==> config.mk <==
export PLATFORM = sky130hd
export DESIGN_NAME = decode_stage
export DESIGN_NICKNAME = d
export VERILOG_FILES = /design/src/rtl/all_pkgs.sv /design/src/rtl/imm_gen.sv /design/src/rtl/decode_stage.sv
export SDC_FILE = /design/constraint.sdc
export NUM_CORES = 1
export LEC_CHECK = 0
export BUFFER_PORTS_ARGS = -buffer_cell sky130_fd_sc_hd__buf_4
export CAP_MARGIN = 20
export CORE_ASPECT_RATIO = 0.9
export CORE_MARGIN = 2
export CORE_UTILIZATION = 50
export DETAILED_ROUTE_END_ITERATION = 8
export GPL_TIMING_DRIVEN = 0
export PLACE_DENSITY = 0.73
export SYNTH_ARGS = -nofsm -noshare
export SYNTH_HDL_FRONTEND = slang
export SYNTH_SLANG_ARGS = --single-unit
==> constraint.sdc <==
create_clock -name clk -period 2.6 [get_ports clk]
set_clock_uncertainty 0.05 [all_clocks]
set_input_delay 0.39 -clock clk [delete_from_list [all_inputs] [get_ports clk]]
set_output_delay 0.39 -clock clk [all_outputs]
set_load 0.1 [all_outputs]
==> src/rtl/all_pkgs.sv <==
// Shared types and constants for the RV32I/RV64I decode stage.
package all_pkgs;

    localparam int WIDTH    = 32;
    localparam int MAX_XLEN = 64;
    localparam int MAX_PC_W = 64;

    localparam logic [6:0] OPC_LUI      = 7'b0110111;
    localparam logic [6:0] OPC_AUIPC    = 7'b0010111;
    localparam logic [6:0] OPC_JAL      = 7'b1101111;
    localparam logic [6:0] OPC_JALR     = 7'b1100111;
    localparam logic [6:0] OPC_BRANCH   = 7'b1100011;
    localparam logic [6:0] OPC_LOAD     = 7'b0000011;
    localparam logic [6:0] OPC_STORE    = 7'b0100011;
    localparam logic [6:0] OPC_OP_IMM   = 7'b0010011;
    localparam logic [6:0] OPC_OP       = 7'b0110011;
    localparam logic [6:0] OPC_MISC_MEM = 7'b0001111;
    localparam logic [6:0] OPC_SYSTEM   = 7'b1110011;

    typedef enum logic [2:0] {
        IMM_NONE = 3'd0,
        IMM_I    = 3'd1,
        IMM_S    = 3'd2,
        IMM_B    = 3'd3,
        IMM_U    = 3'd4,
        IMM_J    = 3'd5
    } imm_type_e;

    // Bit 0 = main entry valid, bit 1 = skid entry valid.
    typedef enum logic [1:0] {
        SKID_EMPTY = 2'b00,
        SKID_ONE   = 2'b01,
        SKID_FULL  = 2'b11
    } skid_state_e;

    // Storage is sized for the widest configuration; narrower builds
    // zero-extend on capture and truncate on output.
    typedef struct packed {
        logic [MAX_PC_W-1:0] pc;
        logic [6:0]          opcode;
        logic [4:0]          rd;
        logic [2:0]          funct3;
        logic [4:0]          rs1;
        logic [4:0]          rs2;
        logic [6:0]          funct7;
        logic [MAX_XLEN-1:0] imm;
        imm_type_e           imm_type;
        logic                illegal;
    } dec_bundle_t;

endpackage

==> src/rtl/imm_gen.sv <==
// Combinational immediate generator and base-ISA legality check.
module imm_gen
    import all_pkgs::*;
#(
    parameter int XLEN = 32
) (
    input  logic [WIDTH-1:0] instr,
    output logic [XLEN-1:0]  imm,
    output imm_type_e        imm_type,
    output logic             illegal
);

    logic [6:0]  opc;
    logic [2:0]  f3;
    logic [6:0]  f7;
    logic [6:0]  shamt_hi;
    logic [31:0] imm32;
    imm_type_e   fmt;
    logic        bad;

    assign opc = instr[6:0];
    assign f3  = instr[14:12];
    assign f7  = instr[31:25];

    // Classify the opcode into an immediate format and flag illegal encodings.
    always_comb begin
        fmt      = IMM_NONE;
        bad      = 1'b0;
        shamt_hi = f7;
        // RV64 shifts use instr[25] as shamt[5].
        if (XLEN == 64) shamt_hi[0] = 1'b0;
        case (opc)
            OPC_LUI, OPC_AUIPC: fmt = IMM_U;
            OPC_JAL:            fmt = IMM_J;
            OPC_JALR: begin
                fmt = IMM_I;
                bad = (f3 != 3'b000);
            end
            OPC_BRANCH: begin
                fmt = IMM_B;
                bad = (f3 == 3'b010) || (f3 == 3'b011);
            end
            OPC_LOAD: begin
                fmt = IMM_I;
                case (f3)
                    3'b011, 3'b110: bad = (XLEN != 64);
                    3'b111:         bad = 1'b1;
                    default:        bad = 1'b0;
                endcase
            end
            OPC_STORE: begin
                fmt = IMM_S;
                bad = f3[2] || ((f3 == 3'b011) && (XLEN != 64));
            end
            OPC_OP_IMM: begin
                fmt = IMM_I;
                if (f3 == 3'b001)
                    bad = (shamt_hi != 7'b0000000);
                else if (f3 == 3'b101)
                    bad = (shamt_hi != 7'b0000000) && (shamt_hi != 7'b0100000);
            end
            OPC_OP: begin
                fmt = IMM_NONE;
                bad = !((f7 == 7'b0000000) ||
                        ((f7 == 7'b0100000) && ((f3 == 3'b000) || (f3 == 3'b101))));
            end
            OPC_MISC_MEM, OPC_SYSTEM: fmt = IMM_I;
            default: bad = 1'b1;
        endcase
        if (instr[1:0] != 2'b11) bad = 1'b1;
    end

    // Assemble the 32-bit immediate for the selected format.
    always_comb begin
        case (fmt)
            IMM_I:   imm32 = {{20{instr[31]}}, instr[31:20]};
            IMM_S:   imm32 = {{20{instr[31]}}, instr[31:25], instr[11:7]};
            IMM_B:   imm32 = {{19{instr[31]}}, instr[31], instr[7], instr[30:25],
                              instr[11:8], 1'b0};
            IMM_U:   imm32 = {instr[31:12], 12'b0};
            IMM_J:   imm32 = {{11{instr[31]}}, instr[31], instr[19:12], instr[20],
                              instr[30:21], 1'b0};
            default: imm32 = 32'b0;
        endcase
    end

    assign imm      = bad ? '0 : XLEN'($signed(imm32));
    assign imm_type = bad ? IMM_NONE : fmt;
    assign illegal  = bad;

endmodule

==> src/rtl/decode_stage.sv <==
// Registered RV32I/RV64I decode stage with a two-entry skid buffer.
//
//   state      | meaning
//   -----------+-------------------------------------------------
//   SKID_EMPTY | nothing held, in_ready = 1
//   SKID_ONE   | main holds a bundle, skid free, in_ready = 1
//   SKID_FULL  | main and skid both hold bundles, in_ready = 0
module decode_stage
    import all_pkgs::*;
#(
    parameter int XLEN = 32,
    parameter int PC_W = 32
) (
    input  logic             clk,
    input  logic             rst_n,
    input  logic             in_valid,
    output logic             in_ready,
    input  logic [WIDTH-1:0] in_instr,
    input  logic [PC_W-1:0]  in_pc,
    input  logic             flush,
    output logic             out_valid,
    input  logic             out_ready,
    output logic [PC_W-1:0]  out_pc,
    output logic [6:0]       opcode,
    output logic [4:0]       rd,
    output logic [2:0]       funct3,
    output logic [4:0]       rs1,
    output logic [4:0]       rs2,
    output logic [6:0]       funct7,
    output logic [XLEN-1:0]  imm,
    output imm_type_e        imm_type,
    output logic             illegal
);

    dec_bundle_t     dec_in;
    dec_bundle_t     main_q;
    dec_bundle_t     skid_q;
    logic [XLEN-1:0] dec_imm;
    imm_type_e       dec_imm_type;
    logic            dec_illegal;

    skid_state_e     state_q;
    skid_state_e     state_n;
    logic            in_ready_q;
    logic            main_valid;
    logic            accept;
    logic            drain;
    logic            load_main_in;
    logic            load_main_skid;
    logic            load_skid;

    imm_gen #(
        .XLEN (XLEN)
    ) u_imm_gen (
        .instr    (in_instr),
        .imm      (dec_imm),
        .imm_type (dec_imm_type),
        .illegal  (dec_illegal)
    );

    // Pack the decoded fields of the incoming word into a bundle.
    always_comb begin
        dec_in          = '0;
        dec_in.pc       = MAX_PC_W'(in_pc);
        dec_in.opcode   = in_instr[6:0];
        dec_in.rd       = in_instr[11:7];
        dec_in.funct3   = in_instr[14:12];
        dec_in.rs1      = in_instr[19:15];
        dec_in.rs2      = in_instr[24:20];
        dec_in.funct7   = in_instr[31:25];
        dec_in.imm      = MAX_XLEN'(dec_imm);
        dec_in.imm_type = dec_imm_type;
        dec_in.illegal  = dec_illegal;
    end

    assign main_valid = state_q[0];
    assign accept     = in_valid && in_ready_q;
    assign drain      = main_valid && out_ready;

    // Skid state register; in_ready is registered from the next state so
    // out_ready never reaches it combinationally.
    always_ff @(posedge clk or negedge rst_n) begin
        if (!rst_n) begin
            state_q    <= SKID_EMPTY;
            in_ready_q <= 1'b1;
        end else begin
            state_q    <= state_n;
            in_ready_q <= (state_n != SKID_FULL);
        end
    end

    // Next-state and entry-load decisions; flush overrides everything.
    always_comb begin
        state_n        = state_q;
        load_main_in   = 1'b0;
        load_main_skid = 1'b0;
        load_skid      = 1'b0;
        case (state_q)
            SKID_EMPTY: begin
                if (accept) begin
                    state_n      = SKID_ONE;
                    load_main_in = 1'b1;
                end
            end
            SKID_ONE: begin
                if (accept && drain) begin
                    load_main_in = 1'b1;
                end else if (accept) begin
                    state_n   = SKID_FULL;
                    load_skid = 1'b1;
                end else if (drain) begin
                    state_n = SKID_EMPTY;
                end
            end
            SKID_FULL: begin
                if (drain) begin
                    state_n        = SKID_ONE;
                    load_main_skid = 1'b1;
                end
            end
            default: state_n = SKID_EMPTY;
        endcase
        if (flush) begin
            state_n        = SKID_EMPTY;
            load_main_in   = 1'b0;
            load_main_skid = 1'b0;
            load_skid      = 1'b0;
        end
    end

    // Bundle storage: main feeds the outputs, skid absorbs one stalled word.
    always_ff @(posedge clk or negedge rst_n) begin
        if (!rst_n) begin
            main_q <= '0;
            skid_q <= '0;
        end else begin
            if (load_main_in)
                main_q <= dec_in;
            else if (load_main_skid)
                main_q <= skid_q;
            if (load_skid)
                skid_q <= dec_in;
        end
    end

    assign in_ready  = in_ready_q;
    assign out_valid = main_valid;
    assign out_pc    = main_q.pc[PC_W-1:0];
    assign opcode    = main_q.opcode;
    assign rd        = main_q.rd;
    assign funct3    = main_q.funct3;
    assign rs1       = main_q.rs1;
    assign rs2       = main_q.rs2;
    assign funct7    = main_q.funct7;
    assign imm       = main_q.imm[XLEN-1:0];
    assign imm_type  = main_q.imm_type;
    assign illegal   = main_q.illegal;

    // Upper storage bits are always zero in narrow configurations.
    if (PC_W < MAX_PC_W) begin : g_pc_pad
        logic unused_pc_hi;
        assign unused_pc_hi = ^main_q.pc[MAX_PC_W-1:PC_W];
    end
    if (XLEN < MAX_XLEN) begin : g_imm_pad
        logic unused_imm_hi;
        assign unused_imm_hi = ^main_q.imm[MAX_XLEN-1:XLEN];
    end

endmodule

==> impl_metrics.json <==
{
  "netlist.area_leader.share": 0.5757,
  "maxCapViolCount": 0,
  "drcViolationCount": 0,
  "leakage_uw": 0.005537,
  "setup_viol": 0,
  "cts_sinks": 203,
  "hpwl_um": 17010,
  "htree_levels": 1,
  "clkTransAtPathRegs_ns": 0.06,
  "yosysMostFrequentCell": "nand2_1",
  "yosysTopAreaCell": "dfrtp_1",
  "grt_pass1_vias": 7321,
  "area.growth.synth_to_final_pct": 26.69,
  "arrival_ns": 2.75,
  "synth_area_um2": 8781,
  "rsz0062_at_grt": "false",
  "coreArea_um2": 17060,
  "fp.dieH_um": 129.7,
  "multi_input_area_um2": 3440,
  "seqCellArea_um2": 5081,
  "viasPerCell": 5.516,
  "routed-wl-met2_um": 11100,
  "fp-row-count": 45,
  "syn-num-nets": 1026,
  "yosysSeqAreaShare": 0.5787,
  "slew_headroom": 0.3726,
  "end_kind": "flip-flop",
  "ys_warn_count": 0,
  "final_core_util": 0.6521,
  "ys_types": 47,
  "drtPass1Iterations": 5,
  "hp-class": "input pin to flip-flop",
  "stdcell_area_um2": 11120,
  "p_comb_frac": 0.264,
  "ant_nets": 0,
  "wl_met1_um": 11150,
  "clock_path_buffers": 3,
  "track_usage": 0.2709,
  "syn_avg_cell_area_um2": 9.175,
  "synthArstFlopShare": 1.000,
  "power_uw": 9497,
  "worstPathRequired_ns": 2.99,
  "synth_edf_count": 0,
  "ys_seq_elements": 203,
  "antenna_found_initial": 0,
  "tritoncts": "done",
  "status": "complete, no violations",
  "diodes": 0,
  "clkLatencyLatePin_ns": 0.50,
  "cts_made_buffers": 21,
  "synthTopCellsByCount": "nand2_1 (344), dfrtp_1 (202), a22oi_1 (73)",
  "tightest_slew_ns": 0.9339,
  "portBuffers": 170,
  "pwr-share-seq": 0.414,
  "synth_cells": 957,
  "wl_per_cell_um": 17.70,
  "fp.dieArea_um2": 18640,
  "critPathLaunchType": "flip-flop",
  "grt_max_degree": 123,
  "io_pins": 171,
  "sw_frac_of_total": 0.3614,
  "period_needed_ns": 2.363,
  "ir_drop_v": 0.0004872,
  "grt_overflow_total": 0,
  "synthTopCellsByArea": "dfrtp_1 (58%), nand2_1 (15%), a22oi_1 (6.2%)",
  "clkPwrFrac": 0.322,
  "start_util": 0.5147,
  "die_w_um": 143.7,
  "dpl_cell_area_um2": 10390,
  "root_buffer": "clkbuf_16",
  "wl_met3_um": 1941,
  "via_count": 7728,
  "routed_wl_um": 24800,
  "nFillCells": 1505,
  "grt_pass1_wl_um": 39620,
  "hold_viol": 0,
  "fin_crit_sh": 0.9087,
  "top_layer": "met4",
  "p_int_uw": 6065,
  "nets": 1222,
  "p_switching_uw": 3432,
  "slew_viol_final": 0,
  "max_freq_mhz": 423.2,
  "gp_congestion": 0.8968,
  "drt_iter0_markers": 753,
  "pwr_density_cell_nw_per_um2": 853.7,
  "drive_above_1_share": 0.2093,
  "path_class": "flip-flop to flip-flop",
  "synth-main-ff-cell": "dfrtp_1",
  "crit_fanout": 10
}
-- critical path, stage by stage, from the launching register on --
cell and delay, ns:
dfrtp_1 0.44, nor2b_1 0.24, and3_1 0.26, clkbuf_2 0.29, clkbuf_2 0.34, buf_1 0.45, a22oi_1 0.15, nand2_1 0.09
-- area by class of cell --
class / count / share of cell area
inverter: 6 / 0.002025
clock inverter: 9 / 0.01102
multi-input combinational: 685 / 0.3092
timing repair buffer: 173 / 0.1194
sequential: 203 / 0.4568
buffer: 63 / 0.02407
clock buffer: 27 / 0.05106
tap: 235 / 0.02643
-- layer usage --
| metal | track usage | vias to the layer above |
|---|---|---|
| met1 | 0.4136 | 3759 |
| met3 | 0.04440 | 42 |
| li1 | - | 3635 |
| met2 | 0.4000 | 292 |
| met5 | 0 | - |
| met4 | 0.08362 | 0 |
-- power groups by stage --
stage,clock (uW),sequential (uW),combinational [uW]
6_report,3060,3930,2510
4_1_cts,3110,3920,2520
5_1_grt,3230,3980,2680
2_1_floorplan,0,5240,548
3_3_place_gp,0,3960,2480
3_5_place_dp,0,3970,2510
-- kinds of logic after synthesis --
logic type | after synthesis | synth area share
and+or+nand+nor | 443 | 0.2055
AOI/OAI and AO/OA | 240 | 0.1815
DFF | 203 | 0.5787
buffers and inverters | 69 | 0.03235
xor gates and xnor gates | 2 | 0.001995
-- metrics by stage --
stage               hold WS, ns  TNS, ns  worst slack (ns)  std cells
floorplan               0.04441        0           0.01641        957
global placement         0.4078   -85.66           -0.4852       1362
detailed placement       0.3730   -19.89           -0.4878       1363
CTS                     0.03528        0          0.002585       1401
global route            0.04374        0           0.04982       1401
finish                  0.04671        0            0.2373       1401
-- flip-flops by register name (all words and copies together) (netlist names) --
register,flops
out_pc,32
state_q,2
imm_type,3
funct7,7
opcode,7
funct3,3
rd,5
skid_q,100
in_ready,1
imm,32
illegal,1
rs2,5
rs1,5
-- repair_timing --
item / in CTS / in global routing
pin swaps: 1 / 0
buffers inserted: 1 / 0
setup endpoints to repair: 65 / 115
hold endpoints to repair: 80 / 0
hold buffers: 1 / 0
resized for setup: 4 / 11
gates cloned: 0 / 0
-- cell usage in the layout (no fill, tap or decap), drive strengths merged, types with 2 or more instances in the layout --
cell type and n:
a31oi 8, nor2 54, o21ai 40, nor2b 4, or2 3, and3 14
o22ai 18, nand2 344, bufinv 3, a21boi 6, clkinv 5, o21a 3
nand3b 2, nand3 10, and2 4, a211oi 10, o211ai 3, a22oi 73
dfrtp 202, a21o 2, a21oi 73, buf 179, clkbuf 83, inv 6
-- path summary, 6_finish.rpt --
check | from | slack (ns) | endpoint | cells after the start
setup / recovery | state_q[0] | 0.24 | imm_type[2] | 7
hold / removal | in_pc[28] | 0.05 | skid_q[128] | 3
setup reg to reg | state_q[0] | 0.24 | imm_type[2] | 7
hold reg to reg | opcode[3] | 0.42 | opcode[3] | 2
max in group asynchronous | rst_n | 1.11 | out_pc[15] | 3
min in group asynchronous | rst_n | 0.40 | rs1[1] | 2
(Power assumes the default switching activity.)
